===== config.mk =====
export PLATFORM = sky130hd
export DESIGN_NAME = imem_fetch_arbiter
export DESIGN_NICKNAME = d
export VERILOG_FILES = /design/src/rtl/imem_fetch_arbiter.sv
export SDC_FILE = /design/constraint.sdc
export NUM_CORES = 1
export LEC_CHECK = 0
export CAP_MARGIN = 20
export CELL_PAD_IN_SITES_DETAIL_PLACEMENT = 0
export CELL_PAD_IN_SITES_GLOBAL_PLACEMENT = 1
export CORE_AREA = 3 3 122 124
export DETAILED_ROUTE_END_ITERATION = 8
export DIE_AREA = 0 0 125 127
export GPL_TIMING_DRIVEN = 0
export PLACE_DENSITY = 0.83
export SLEW_MARGIN = 10
export SYNTH_ARGS = -nofsm -noshare
export SYNTH_HDL_FRONTEND = slang
export SYNTH_SLANG_ARGS = --single-unit
export TNS_END_PERCENT = 1

===== constraint.sdc =====
create_clock -name CLK -period 4.9 [get_ports CLK]
set_clock_uncertainty 0.2 [all_clocks]
set_input_delay 1.47 -clock CLK [delete_from_list [all_inputs] [get_ports CLK]]
set_output_delay 1.47 -clock CLK [all_outputs]
set_load 0.05 [all_outputs]

===== src/rtl/imem_fetch_arbiter.sv =====
`default_nettype none
// ============================================================================
// Module   : imem_fetch_arbiter
// Purpose  : Shares the single combinational read port of a byte-addressed,
//            big-endian instruction memory between the CPU fetch stage and
//            a debug/monitor read port.
//            - The CPU has fixed priority.
//            - A starvation counter forces a debug grant after STARVE_LIMIT
//              consecutive CPU grants made while debug was waiting.
//            - Each access checks alignment and range. A legal address is
//              registered onto IAddr for one READ cycle. An illegal address
//              is answered directly with a fault and never reaches memory.
// Ports    : CLK, Reset       clock, asynchronous active-high reset
//            cpu_req/addr     CPU request, held with the address until ack
//            cpu_ack          one-cycle pulse; cpu_data/cpu_fault valid
//            cpu_data/fault   registered response, held until next cpu_ack
//            dbg_*            debug port, same protocol as the CPU port
//            IAddr            registered address to the instruction memory
//            IDataIn          combinational word returned for IAddr
//            busy             high whenever the sequencer is not idle
//            fetch_cnt        (optional) acks issued, modulo 2^16
//            fault_cnt        (optional) faulting acks issued, modulo 2^16
// Options  : define IMEM_FETCH_STATS_EN to add fetch_cnt / fault_cnt.
// Revision : 1.0  initial release
// ============================================================================
module imem_fetch_arbiter #(
  parameter int unsigned MEM_BYTES    = 256,
  parameter int unsigned STARVE_LIMIT = 4,
  parameter int unsigned CNT_W        = 3
) (
  input  logic        CLK,
  input  logic        Reset,
  input  logic        cpu_req,
  input  logic [31:0] cpu_addr,
  output logic        cpu_ack,
  output logic [31:0] cpu_data,
  output logic        cpu_fault,
  input  logic        dbg_req,
  input  logic [31:0] dbg_addr,
  output logic        dbg_ack,
  output logic [31:0] dbg_data,
  output logic        dbg_fault,
  output logic [31:0] IAddr,
  input  logic [31:0] IDataIn,
  output logic        busy
`ifdef IMEM_FETCH_STATS_EN
  ,
  output logic [15:0] fetch_cnt,
  output logic [15:0] fault_cnt
`endif
);

  // Highest legal word address. It is compared at 33 bits so an address
  // near 0xFFFFFFFF cannot wrap around into the legal range.
  localparam logic [32:0] LAST_WORD  = 33'(MEM_BYTES - 4);
  localparam logic [CNT_W-1:0] STARVE_MAX = CNT_W'(STARVE_LIMIT);

  typedef enum logic [1:0] {
    ST_IDLE = 2'd0,
    ST_READ = 2'd1,
    ST_RESP = 2'd2
  } state_t;

  // --------------------------------------------------------------------------
  // State
  // --------------------------------------------------------------------------
  state_t            state_q,     state_d;
  logic              owner_q,     owner_d;     // 1 = debug owns the access
  logic              fault_q,     fault_d;
  logic [31:0]       addr_q,      addr_d;      // doubles as IAddr
  logic [CNT_W-1:0]  starve_q,    starve_d;
  logic              cpu_ack_q,   cpu_ack_d;
  logic [31:0]       cpu_data_q,  cpu_data_d;
  logic              cpu_fault_q, cpu_fault_d;
  logic              dbg_ack_q,   dbg_ack_d;
  logic [31:0]       dbg_data_q,  dbg_data_d;
  logic              dbg_fault_q, dbg_fault_d;

  // --------------------------------------------------------------------------
  // Arbitration and legality of the current winner
  // --------------------------------------------------------------------------
  logic        any_req;
  logic        starve_hit;
  logic        dbg_wins;
  logic [31:0] win_addr;
  logic        win_legal;

  assign any_req    = cpu_req | dbg_req;
  assign starve_hit = (starve_q == STARVE_MAX);
  // Debug wins when it is alone, or when it has waited through the limit.
  assign dbg_wins   = dbg_req & (~cpu_req | starve_hit);
  assign win_addr   = dbg_wins ? dbg_addr : cpu_addr;
  assign win_legal  = (win_addr[1:0] == 2'b00) && ({1'b0, win_addr} <= LAST_WORD);

  // Response loaded into the owner's output registers on entry to RESP.
  // Both the IDLE fault path and the READ path funnel through these signals,
  // so the ack, fault and data of a port always change together.
  logic        enter_resp;
  logic        resp_dbg;
  logic        resp_fault;
  logic [31:0] resp_data;

  // --------------------------------------------------------------------------
  // Next-state / output logic
  // --------------------------------------------------------------------------
  always_comb begin
    state_d     = state_q;
    owner_d     = owner_q;
    fault_d     = fault_q;
    addr_d      = addr_q;
    starve_d    = starve_q;
    cpu_ack_d   = 1'b0;
    cpu_data_d  = cpu_data_q;
    cpu_fault_d = cpu_fault_q;
    dbg_ack_d   = 1'b0;
    dbg_data_d  = dbg_data_q;
    dbg_fault_d = dbg_fault_q;
    enter_resp  = 1'b0;
    resp_dbg    = owner_q;
    resp_fault  = fault_q;
    resp_data   = 32'h0;

    case (state_q)
      ST_IDLE: begin
        if (any_req) begin
          owner_d = dbg_wins;
          fault_d = ~win_legal;

          // The counter only tracks CPU grants made while debug waits.
          if (dbg_wins || !dbg_req) begin
            starve_d = '0;
          end else if (!starve_hit) begin
            starve_d = starve_q + CNT_W'(1);
          end

          if (win_legal) begin
            addr_d  = win_addr;
            state_d = ST_READ;
          end else begin
            // Illegal address: skip the memory entirely and answer now.
            // IAddr keeps its previous value.
            enter_resp = 1'b1;
            resp_dbg   = dbg_wins;
            resp_fault = 1'b1;
            resp_data  = 32'h0;
            state_d    = ST_RESP;
          end
        end
      end

      ST_READ: begin
        enter_resp = 1'b1;
        resp_dbg   = owner_q;
        resp_fault = fault_q;
        resp_data  = fault_q ? 32'h0 : IDataIn;
        state_d    = ST_RESP;
      end

      ST_RESP: begin
        state_d = ST_IDLE;
      end

      default: begin
        state_d = ST_IDLE;
      end
    endcase

    if (enter_resp) begin
      if (resp_dbg) begin
        dbg_ack_d   = 1'b1;
        dbg_fault_d = resp_fault;
        dbg_data_d  = resp_data;
      end else begin
        cpu_ack_d   = 1'b1;
        cpu_fault_d = resp_fault;
        cpu_data_d  = resp_data;
      end
    end
  end

  // --------------------------------------------------------------------------
  // State registers
  // --------------------------------------------------------------------------
  always_ff @(posedge CLK or posedge Reset) begin
    if (Reset) begin
      state_q     <= ST_IDLE;
      owner_q     <= 1'b0;
      fault_q     <= 1'b0;
      addr_q      <= 32'h0;
      starve_q    <= '0;
      cpu_ack_q   <= 1'b0;
      cpu_data_q  <= 32'h0;
      cpu_fault_q <= 1'b0;
      dbg_ack_q   <= 1'b0;
      dbg_data_q  <= 32'h0;
      dbg_fault_q <= 1'b0;
    end else begin
      state_q     <= state_d;
      owner_q     <= owner_d;
      fault_q     <= fault_d;
      addr_q      <= addr_d;
      starve_q    <= starve_d;
      cpu_ack_q   <= cpu_ack_d;
      cpu_data_q  <= cpu_data_d;
      cpu_fault_q <= cpu_fault_d;
      dbg_ack_q   <= dbg_ack_d;
      dbg_data_q  <= dbg_data_d;
      dbg_fault_q <= dbg_fault_d;
    end
  end

  // --------------------------------------------------------------------------
  // Optional statistics counters
  // --------------------------------------------------------------------------
`ifdef IMEM_FETCH_STATS_EN
  logic [15:0] fetch_cnt_q, fetch_cnt_d;
  logic [15:0] fault_cnt_q, fault_cnt_d;

  always_comb begin
    fetch_cnt_d = fetch_cnt_q;
    fault_cnt_d = fault_cnt_q;
    if (enter_resp) begin
      fetch_cnt_d = fetch_cnt_q + 16'd1;
      if (resp_fault) begin
        fault_cnt_d = fault_cnt_q + 16'd1;
      end
    end
  end

  always_ff @(posedge CLK or posedge Reset) begin
    if (Reset) begin
      fetch_cnt_q <= 16'h0;
      fault_cnt_q <= 16'h0;
    end else begin
      fetch_cnt_q <= fetch_cnt_d;
      fault_cnt_q <= fault_cnt_d;
    end
  end

  assign fetch_cnt = fetch_cnt_q;
  assign fault_cnt = fault_cnt_q;
`endif

  // --------------------------------------------------------------------------
  // Outputs
  // --------------------------------------------------------------------------
  assign cpu_ack   = cpu_ack_q;
  assign cpu_data  = cpu_data_q;
  assign cpu_fault = cpu_fault_q;
  assign dbg_ack   = dbg_ack_q;
  assign dbg_data  = dbg_data_q;
  assign dbg_fault = dbg_fault_q;
  assign IAddr     = addr_q;
  assign busy      = (state_q != ST_IDLE);

endmodule
`default_nettype wire


==> summary.md <==
| Metric | Value |
|---|---|
| XOR/XNOR Fraction of Synth Area | 0 |
| CTS tree | built |
| Mean Syn Cell Area | 13.0 um^2 |
| Reg2Reg Capture Point | IAddr[4]$_DFFE_PP0P_ |
| CP max FO | 10 |
| Complex-gate fraction of the synthesized area | 0.0485 |
| Pre-CTS WS | 0.862 ns |
| Buf/Inv on CP | 2 |
| Sink Count | 107 |
| Via density | 4.53 |
| Initial core utilization | 0.316 |
| Hold depth | 2 |
| Yosys reg bits | 107 |
| Synth top area share | 0.610 |
| Net Switching | 0.414 mW |
| First-pass DRT Iterations | 5 |
| Row count | 43 |
| Via count | ~3300 |
| RSZ-0062 raised after global routing | no |
| Max Cap Viol | 0 |
| Maximum VDD drop | ~0.22 mV |
| Slew Viols, Final | 0 |
| Hold EP | cpu_data[28]$_DFFE_PP0P_ |
| Worst slew pin tran | 0.558 ns |
| Final nets | 652 |
| Mapped cell area | 4390 um^2 |
| Setup crit end kind | flip-flop |
| CP cell instances | clkdlybuf4s50_1 -> nor4_1 -> o2111ai_1 -> o22ai_2 -> buf_4 -> mux2_2 |
| Slowest stage delay, CP | 0.45 ns |
| Count of endpoints failing setup in the final report | 0 |
| GR met2 Demand/Resource | 0.244 |
| Die Area | 15900 um^2 |
| Hold crit path type | reg -> reg |
| Cell family with most CP delay | buffers and inverters |
| Rel. slew slack | 0.627 |
| Wire per inst | roughly 16 um |
| WL final | 11600 um |
| Most Crowded Layer GR | met2 |
| Initial antenna violation count | 0 |
| Layout cells sized above 1 | 0.161 |
| Clock transition at path regs | 0.06 ns |
| FMAX | 280 MHz |
| Total grt overflow | 0 |
| Die X | 125 um |
| Worst EP arrival | 3.60 ns |
| Final hold vios | 0 |
| Vias in the first global route | 3585 |
| Leading register cell type out of synthesis | dfrtp_1 |
| Placed Area | 6650 um^2 |
| Internal Power | around 1.4 mW |
| Seq pwr share | 0.489 |
| Critical path startpoint category | primary input |
| Post-Syn Instances | 338 |
| Post-synth EDFFs | 0 |
| Commonest non-fill, non-tap cell in the layout | clkdlybuf4s50_1 |
| Finished layout cell area | approximately 7000 um^2 |
| Core area | 13900 um^2 |
| Final WS setup | 1.33 ns |
| Logic gate share of total power | 0.112 |
| Clk_lat worst skew | 0.34 ns |
| Adder-cell share of the synthesized area | 0.00570 |
| CTS Buf Count | 9 |
| FFs w/ async S/R, synth | 1.00 |
| GPL Wtd Cong | 0.794 |
| Main combinational cell family by area after synthesis | multiplexers |
| First-pass GRT wire length | 19000 um |
| Run status | finished clean |
| Antenna diode count | 0 |
| Met1 usage | 0.187 |
| Setup CP Type | in -> reg |
| Number of setup buffers added after CTS | 0 |
| H-tree levels | 3 |
| CP Launch Point | cpu_addr[23] |
| Syn_nets | 440 |
| Ys Warns | 0 |
| Power per cell area | 265 nW/um^2 |
| Flop2flop setup slack | about 2.4 ns |
| Final routed DRC violation total | 0 |
| HP Start | cpu_data[28]$_DFFE_PP0P_ |
| Gr usage total | 0.149 |
| Slowest CP cell | nor4_1 |
| Io pins | 201 |
| Area Overhead vs Synth | 58.4% |
| Met3 GRT Util | 0.0610 |
| Worst Reg-to-Reg Cells | 9 |
| Post-DRT Antenna Nets | 0 |
| Clk pwr share | 0.399 |
| Post-CTS Resized | 0 |
| Root Driver | clkbuf_16 |
| Final Critical Period | 3.57 ns |
| Commonest cells after routing, fill and taps aside | 200 x clkdlybuf4s50_1, 107 x dfrtp_1, 59 x mux2_2 |
| Deepest clock path buffer count | 2 |
| Die height | 127 um |
| Ranking of synthesized cells by area | dfrtp_1 61%, mux2_2 15%, and2_1 7.0% |
| CP required | 4.93 ns |
| Simple-gate area share of the yosys netlist | 0.130 |
| Worst reg2reg startpoint | starve_q[0]$_DFFE_PP0P_ |
| Post-synthesis mux area share | 0.172 |
| LEAKAGE | 3.08 nW |
| Yosys top cell by area | dfrtp_1 |
| I/O Buffers | 200 |
| Detailed Route Iter0 Violations | 170 |
| Synth cell types | 32 |
| CTS Hold Bufs | 0 |
| Post-DP HPWL | 8700 um |
| Sequential element share of the synthesized area | 0.610 |
| Largest net degree at the start of global routing | 56 |
| Sw Share | 0.225 |
| Fin crit share | 0.729 |
cells in the mapped netlist (3+ instances only):
library cell and n:
buf_4 4, mux2i_1 9, inv_1 16, dfrtp_1 107, nand2_1 22, and2_1 49, mux2_2 59, nor4_1 12
nand3_1 3, buf_6 3, o21ai_0 15, clkbuf_1 7, nor2_1 9
state kept, by name, summed over array words and instances (netlist names):
register   count
dbg_fault      1
dbg_data      32
IAddr         32
cpu_fault      1
cpu_ack        1
dbg_ack        1
state_q        2
owner_q        1
fault_q        1
starve_q       3
cpu_data      32
power groups by stage:
stage	Clock (mW)	Combinational [mW]	Sequential [mW]
floorplan	0	0.0751	0.934
global placement	0	0.203	0.918
detailed placement	0	0.209	0.919
CTS	0.762	0.211	0.902
global route	0.809	0.224	0.903
finish	0.735	0.206	0.902
worst max path at each step:
stage                                          end  depth (start not counted)
after floorplan               IAddr[0]$_DFFE_PP0P_                          1
after detailed placement  cpu_data[14]$_DFFE_PP0P_                          6
after CTS                  cpu_data[3]$_DFFE_PP0P_                          6
after global placement    dbg_data[28]$_DFFE_PP0P_                          2
after global routing      cpu_data[27]$_DFFE_PP0P_                          7
final                      cpu_data[3]$_DFFE_PP0P_                          6
per-stage QoR:
stage	TNS, ns	util	total power, mW	std cells	hold WS (ns)
after floorplan	0	-	1.01	338	0.272
after global placement	-111.66	0.477	1.12	718	0.265
after detailed placement	0	0.479	1.13	719	0.270
after CTS	0	0.501	1.87	734	0.292
after global routing	0	0.501	1.94	734	0.314
final	0	0.501	1.84	734	0.285
final cells by class:
class	count	area (um^2)
repair buffers	201	2030
multi-input cells	201	1560
inverters	16	65.1
flip-flops and latches	107	2680
clock buffers	12	256
clock inverters	3	47.5
plain buffers	14	90.1
well taps	180	225
fillers	1220	6930
layer usage:
layer	part of all wire	routed length (um)	vias to the layer above
met1	0.42	4940	1620
met2	0.48	5610	120
met3	0.084	980	10
met5	0	0	-
met4	0.0099	115	0
li1	-	-	1578
cell families after synthesis:
| group | Yosys count |
|---|---|
| fa+ha+maj | 2 |
| simple gates | 103 |
| buf+inv | 30 |
| mux | 68 |
| compound gates | 28 |
| flops | 107 |
worst register-to-register path, delay by kind of cell (launching register included):
kind                       cells  cell delay (ns)
adders and majority gates      1             0.24
DFF                            1             0.39
AOI/OAI and AO/OA              2             0.56
buffers and inverters          3             0.46
muxes                          1             0.34
and+or+nand+nor                2             0.22
No activity file was read; power rests on OpenSTA's default activity.
